File: config.mk
export PLATFORM = sky130hd
export DESIGN_NAME = timer
export DESIGN_NICKNAME = d
export VERILOG_FILES = /design/src/rtl/timer_pkg.sv /design/src/rtl/timer_tick_gen.sv /design/src/rtl/timer.sv
export SDC_FILE = /design/constraint.sdc
export NUM_CORES = 1
export LEC_CHECK = 0
export BUFFER_PORTS_ARGS = -buffer_cell sky130_fd_sc_hd__buf_2
export CORE_ASPECT_RATIO = 1.25
export CORE_MARGIN = 10
export CORE_UTILIZATION = 25
export DETAILED_ROUTE_END_ITERATION = 16
export PLACE_DENSITY = 0.38
export REMOVE_ABC_BUFFERS = 1
export SYNTH_ARGS = -nofsm -noshare
export SYNTH_HDL_FRONTEND = slang
export SYNTH_SLANG_ARGS = --single-unit
File: constraint.sdc
create_clock -name clk -period 4 [get_ports clk]
set_clock_uncertainty 0.05 [all_clocks]
set_input_delay 0 -clock clk [delete_from_list [all_inputs] [get_ports clk]]
set_output_delay 0 -clock clk [all_outputs]
set_load 0.01 [all_outputs]
File: src/rtl/timer_pkg.sv
`default_nettype none
// ============================================================================
// Module      : timer_pkg
// Description : Shared BCD constants, time struct and digit clamp helper
//               used by the cook timer and keypad entry logic.
// Revision    : 1.0 - initial release
// ============================================================================
package timer_pkg;

    localparam logic [3:0] BCD_MAX      = 4'd9;
    localparam logic [3:0] SEC_TENS_MAX = 4'd5;

    typedef struct packed {
        logic [3:0] min;
        logic [3:0] sec_tens;
        logic [3:0] sec_ones;
    } bcd_time_t;

    // Saturate an entered digit to the largest legal value for its position.
    function automatic logic [3:0] bcd_clamp(input logic [3:0] digit,
                                             input logic [3:0] max_val);
        return (digit > max_val) ? max_val : digit;
    endfunction

endpackage
`default_nettype wire

File: src/rtl/timer_tick_gen.sv
`default_nettype none
// ============================================================================
// Module      : tick_gen
// Description : One-second prescaler; emits a single-cycle tick on wrap.
// Revision    : 1.0 - initial release
// ============================================================================
module tick_gen #(
    parameter int TICKS_PER_SEC = 100_000_000
) (
    input  logic clk,
    input  logic rst,
    input  logic run,
    input  logic clear,
    output logic tick
);

    localparam int unsigned           c_cnt_w    = $clog2(TICKS_PER_SEC);
    localparam logic [c_cnt_w-1:0]    c_tick_max = c_cnt_w'(TICKS_PER_SEC - 1);

    logic [c_cnt_w-1:0] r_count;
    logic               w_wrap;

    assign w_wrap = (r_count == c_tick_max);
    assign tick   = run && w_wrap;

    // Holding while run is low keeps partial seconds across a pause.
    always_ff @(posedge clk or posedge rst) begin
        if (rst) begin
            r_count <= '0;
        end else if (clear) begin
            r_count <= '0;
        end else if (run) begin
            if (w_wrap) begin
                r_count <= '0;
            end else begin
                r_count <= r_count + 1'b1;
            end
        end
    end

endmodule
`default_nettype wire

File: src/rtl/timer.sv
`default_nettype none
// ============================================================================
// Module      : timer
// Description : Three-digit BCD countdown (M:SS) with expiry flag and pulse.
// Revision    : 1.0 - initial release
// ============================================================================
module timer
    import timer_pkg::*;
#(
    parameter int TICKS_PER_SEC = 100_000_000
) (
    input  logic       clk,
    input  logic       rst,
    input  logic       load,
    input  logic [3:0] load_min,
    input  logic [3:0] load_sec_tens,
    input  logic [3:0] load_sec_ones,
    input  logic       enable,
    output logic [3:0] min,
    output logic [3:0] sec_tens,
    output logic [3:0] sec_ones,
    output logic       zero,
    output logic       done
);

    bcd_time_t r_time;
    bcd_time_t w_dec;
    logic      r_done;
    logic      w_zero;
    logic      w_dec_zero;
    logic      w_run;
    logic      w_clear;
    logic      w_tick;

    assign w_zero  = (r_time == '0);
    assign w_run   = enable && !w_zero;
    assign w_clear = load || w_zero;

    tick_gen #(
        .TICKS_PER_SEC (TICKS_PER_SEC)
    ) u_tick_gen (
        .clk   (clk),
        .rst   (rst),
        .run   (w_run),
        .clear (w_clear),
        .tick  (w_tick)
    );

    // Borrow chain; a tick is never issued at 0:00, so min never underflows.
    always_comb begin
        w_dec = r_time;
        if (r_time.sec_ones != 4'd0) begin
            w_dec.sec_ones = r_time.sec_ones - 4'd1;
        end else begin
            w_dec.sec_ones = BCD_MAX;
            if (r_time.sec_tens != 4'd0) begin
                w_dec.sec_tens = r_time.sec_tens - 4'd1;
            end else begin
                w_dec.sec_tens = SEC_TENS_MAX;
                w_dec.min      = r_time.min - 4'd1;
            end
        end
    end

    assign w_dec_zero = (w_dec == '0);

    // Load wins over a coincident tick; the tick is simply dropped.
    always_ff @(posedge clk or posedge rst) begin
        if (rst) begin
            r_time <= '0;
            r_done <= 1'b0;
        end else if (load) begin
            r_time.min      <= bcd_clamp(load_min, BCD_MAX);
            r_time.sec_tens <= bcd_clamp(load_sec_tens, SEC_TENS_MAX);
            r_time.sec_ones <= bcd_clamp(load_sec_ones, BCD_MAX);
            r_done          <= 1'b0;
        end else if (w_tick) begin
            r_time <= w_dec;
            r_done <= w_dec_zero;
        end else begin
            r_done <= 1'b0;
        end
    end

    assign min      = r_time.min;
    assign sec_tens = r_time.sec_tens;
    assign sec_ones = r_time.sec_ones;
    assign zero     = w_zero;
    assign done     = r_done;

endmodule
`default_nettype wire

==> results of run 1 <==
flip-flops by register name (all words and copies together), names as in the netlist:
| name | flops |
|---|---|
| done | 1 |
| min | 4 |
| sec_ones | 4 |
| sec_tens | 4 |
| u_tick_gen.r_count | 27 |
through the flow:
step                cell area (um2)  util [%]  total power [uW]
finish                         3060      31.5              1010
global route                   3060      31.5              1060
CTS                            3060      31.5              1030
detailed placement             2790      28.7               551
global placement               2790      28.7               553
floorplan                      2450         -               500
per-layer routing:
layer | global-route usage (%) | part of all wire (%) | vias to the layer above
li1 | - | - | 1026
met5 | 0 | 0 | -
met2 | 17.1 | 51 | 37
met4 | 2.83 | 1.6 | 0
met1 | 11.2 | 43 | 1059
met3 | 2.10 | 4.7 | 8
cells by family (layout without fill, tap and decap cells):
logic type | Yosys count | count (layout) | share of synthesized area, %
buffers and inverters | 21 | 60 | 3.93
XOR/XNOR | 30 | 30 | 10.5
AND/OR/NAND/NOR | 133 | 133 | 34.5
adder cells (fa/ha/maj) | 3 | 3 | 1.49
flip-flops | 40 | 40 | 39.8
AO/OA/AOI/OAI | 33 | 33 | 9.41
multiplexers | 1 | 1 | 0.398
how the worst min path moves through the flow:
stage                            endpoint  slack [ns]  cells past startpoint
global route                  sec_tens[0]        0.03                      3
global placement                   min[2]        0.12                      3
finish                        sec_tens[0]       0.009                      3
floorplan           u_tick_gen.r_count[0]        0.02                      1
detailed placement                 min[2]        0.12                      3
CTS                           sec_tens[0]       0.009                      3
power by group:
part	internal, uW	switching, uW
logic	47.0	63.1
clock network	294	164
registers	417	22.5
total	757	250
layout make-up:
| type | instances | area [um2] |
|---|---|---|
| clock inverter | 2 | 35.0 |
| inverter | 9 | 33.8 |
| multi-input combinational | 200 | 1430 |
| clock buffer | 6 | 129 |
| tap | 126 | 158 |
| fill | 1041 | 6650 |
| timing repair buffer | 43 | 278 |
| sequential | 40 | 1000 |
worst register-to-register path: stages, from the launching register on:
cell	delay, ns
dfrtp_1	0.43
nor4b_2	0.37
nand4_2	0.26
or2_4	0.38
o31ai_1	0.28
o22ai_1	0.11
dlygate4sd3_1	0.55
cell usage in the layout (no fill, tap or decap), drive strengths merged, types with 4 or more instances in the layout:
cell | netlist | routed
buf | 6 | 32
a31oi | 5 | 5
clkbuf | 6 | 6
xnor2 | 26 | 26
and4 | 5 | 5
nor4 | 17 | 17
or3 | 4 | 4
dlygate4sd3 | 0 | 11
nor2 | 36 | 36
o21ai | 12 | 12
nor4b | 8 | 8
nor3 | 8 | 8
dfrtp | 40 | 40
xor2 | 4 | 4
inv | 9 | 8
nand3 | 9 | 9
and3 | 5 | 5
nand4 | 11 | 11
nand2 | 20 | 20
==> results.toml, run 1 <==
[status]
status = "complete, no violations"

[pwr]
powerDensity_nw_per_um2 = 329
peakVddDrop_uv = 132
p_leak_uw = 0.00115

[clock_tree]
postCtsHoldBufs = 11
cts-resized-gates = 0
post_cts_buffers = 0
clockBufferDepth = 2
cts-root-buf = "clkbuf_16"
clock_latency_ns = 0.28
tritoncts = "done"
htreeDepth = 2
cts_sinks = 40
clk_pin_slew_ns = 0.06
cts_buffers = 5

[floorplanning]
fp-row-count = 40
io_pins = 30
fp.dieH_um = 132
die_w_um = 110
initial_core_util_pct = 25.9
core_um2 = 9710
dieArea_um2 = 14500

[worst_setup_path]
r2r_slack_ns = 1.45
slowest_delay_ns = 0.55
path_depth = 6
cp.arrival_ns = 2.67
cp_slowest_cell = "dlygate4sd3_1"
worst_r2r_path_depth = 6
path_cells = "nor4b_2 > nand4_2 > or2_4 > o31ai_1 > o22ai_1 > dlygate4sd3_1"
crit_path_end_kind = "register"
crit_fanout = 12
cp_num_buf_inv = 1
worstPathRequired_ns = 4.11
critPathTopFamily = "simple AND/OR/NAND/NOR gates"
crit_path_start_kind = "register"
reg2reg_to = "min[1]"
path_class = "reg2reg"
setup.worst_path.start = "u_tick_gen.r_count[8]"
rr_startpoint = "u_tick_gen.r_count[8]"
crit_path_end = "min[1]"

[grt]
globalRouteTotalUtil_pct = 9.70
antenna_found_initial = 0
grt_first_pass_wirelength_um = 11500
grt_max_degree = 41
grt_pass1_vias = 2201
grt_overflow_total = 0

[sta]
relSlewSlack_pct = 51.6
setup_tns_ns = 0
fmax_mhz = 392
finalHoldViolCount = 0
fin_crit_ns = 2.55
setup_slack_ns = 1.45
worst_pin_slew_ns = 0.724
setup_viol = 0
rsz0062_at_grt = "no"
whs_ns = 0.00894
slew_violations = 0
min_period_over_period_pct = 63.8

[placement]
portBuffers = 29
place_congestion = 0.745
dp_cells = 407
pre_cts_slack_ns = 1.71
dp_hpwl_um = 4750

[drt]
drc_errors = 0
ant_nets = 0
first_pass_iters = 4
viasPerCell = 5.00
routed_wl_um = 6670
vias = 2130
wire_per_inst_um = 15.7
drtIter0Drc = 77

[layout]
layout-drive-gt1-share_pct = 21.3
antennaDiodeCount = 0
layout.nets = 318
final_cells = 426
areaGrowthSynthToFinish_pct = 21.7

[logic_synthesis]
synth_top_area_cell = "dfrtp_1"
synth_area_um2 = 2510
yosysWarnings = 0
ys.flop_type = "dfrtp_1"
seq_area_frac_synth_pct = 39.8
synthCells = 261
synth_common_cells = "40 x dfrtp_1, 36 x nor2_1, 26 x xnor2_1, 20 x nand2_1, 11 x o21ai_0"
synth.most_common_cell = "dfrtp_1"
synth.area.top_cells = "dfrtp_1 40%, xnor2_1 9.1%, nor2_1 5.4%"
syn_avg_cell_area_um2 = 9.63
synth_cell_types = 49
synth_edf_count = 0
yosys.area.top_type_share_pct = 39.8
synth_seq_cells = 40
synthArstFlopShare_pct = 100

[min_path]
hold_class = "in2reg"
hold_start = "load_sec_tens[0]"

[run]
cap_violations = 0
Note: power is estimated with default switching activity, not from simulation.
==> run 2: changes to the inputs <==
- PLACE_DENSITY: 0.38 -> 0.39
- clock period: 4 -> 2.25 ns (I/O delays scaled with it)
==> results.toml, run 2 (synthesized netlist as in run 1, its figures left out) <==
[pwr]
power_uw = 1690
powerDensity_nw_per_um2 = 533
peakVddDrop_uv = 266
p_leak_uw = 0.00122

[sta]
fmax_mhz = 469
relSlewSlack_pct = 62.5
rsz0062_at_grt = "yes"
worst_pin_slew_ns = 0.560
finalHoldViolCount = 0
whs_ns = 0.0102
setup_slack_ns = 0.120
slew_violations = 0
setup_viol = 0
min_period_over_period_pct = 94.7
fin_crit_ns = 2.13

[floorplanning]
initial_core_util_pct = 25.9
core_um2 = 9710
dieArea_um2 = 14500
fp.dieH_um = 132
die_w_um = 110
io_pins = 30
fp-row-count = 40

[clock_tree]
clockBufferDepth = 2
htreeDepth = 2
clk_pin_slew_ns = 0.06
cts_buffers = 5
tritoncts = "done"
cts_sinks = 40
cts-root-buf = "clkbuf_16"
clock_latency_ns = 0.28

[drt]
wire_per_inst_um = 15.6
ant_nets = 0
viasPerCell = 4.84
routed_wl_um = 6860
first_pass_iters = 4
drc_errors = 0
vias = 2131
drtIter0Drc = 80

[layout]
antennaDiodeCount = 0
final_design_area_no_fill_um2 = 3170
mostFrequentLayoutCells = "40 x dfrtp_1, 36 x nor2_1, 29 x buf_2"
layout-drive-gt1-share_pct = 25.8
areaGrowthSynthToFinish_pct = 26.0
final_cells = 440
layout.nets = 333
regMostFlops = "u_tick_gen.r_count"
largest_register_ffs = 27
final_common_cell = "dfrtp_1"

[placement]
place_area_um2 = 2940
dp_cells = 424
place_congestion = 0.737
dp_hpwl_um = 4890
pre_cts_slack_ns = 0.130
portBuffers = 29

[min_path]
hold_class = "in2reg"

[grt]
grt_overflow_total = 0
globalRouteTotalUtil_pct = 9.74
antenna_found_initial = 0
grt_pass1_vias = 2234
grt_first_pass_wirelength_um = 11500
grt_max_degree = 41

[status]
status = "complete, no violations"

[worst_setup_path]
crit_path_start_kind = "register"
path_class = "reg2reg"
worstPathRequired_ns = 2.40
cp.arrival_ns = 2.28
crit_path_end_kind = "register"
crit_fanout = 12

[run]
cap_violations = 0
==> run 2: changes by cell type in the layout (fill, tap and decap cells not counted), sizes merged <==
| cell | change |
|---|---|
| inv | +1 |
| dlygate4sd3 | -2 |
| clkinv | -1 |
| buf | +17 |
| bufinv | -1 |
==> run 2: power breakdown <==
group          internal, uW  leakage, uW  total [uW]  switching, uW
combinational           102     0.000623         231            129
sequential              741     0.000534         769           27.9
clock                   404    0.0000667         688            284
total                  1250      0.00122        1690            441
==> run 2: layout make-up <==
type	count	area [um2]
clock buffer	6	129
clock inverter	1	5.00
fill	1036	6540
inverter	9	33.8
multi-input combinational	200	1430
sequential	40	1000
tap	126	158
timing repair buffer	58	410
==> run 2: metal layers <==
metal	GRT usage, %	vias to the layer above	share of wire [%]	routed length [um]
li1	-	1052	-	-
met1	11.5	1045	44	3030
met2	17.1	30	51	3520
met3	1.91	4	3.8	262
met4	2.61	0	0.70	48
met5	0	-	0	0
==> run 2: timing repair <==
item                                   CTS  global route
setup endpoints to repair                0             5
endpoints found under the hold margin   49             0
hold buffers                             9             0
resized for setup                        0             1
setup buffers                            0             0
==> run 2: stage by stage <==
step | util, % | TNS, ns
5_1_grt | 32.6 | 0
4_1_cts | 32.6 | 0
3_3_place_gp | 30.3 | 0
3_5_place_dp | 30.3 | 0
2_1_floorplan | - | -11.73
6_report | 32.6 | 0
==> run 2: worst paths after layout <==
kind,from,endpoint,slack (ns),cells after the start
max in group asynchronous,rst,u_tick_gen.r_count[13],1.39,4
setup reg to reg,u_tick_gen.r_count[0],sec_tens[0],0.12,6
hold reg to reg,u_tick_gen.r_count[26],u_tick_gen.r_count[26],0.50,2
hold / removal,load_sec_tens[3],sec_tens[2],0.01,3
min in group asynchronous,rst,min[2],0.37,4
setup / recovery,u_tick_gen.r_count[0],sec_tens[0],0.12,6
==> run 2: critical path, stage by stage (launching register included) <==
cell,delay (ns)
dfrtp_1,0.40
ha_1,0.23
and4_1,0.22
nand4_2,0.12
or2_4,0.33
or4_1,0.51
a31oi_1,0.18
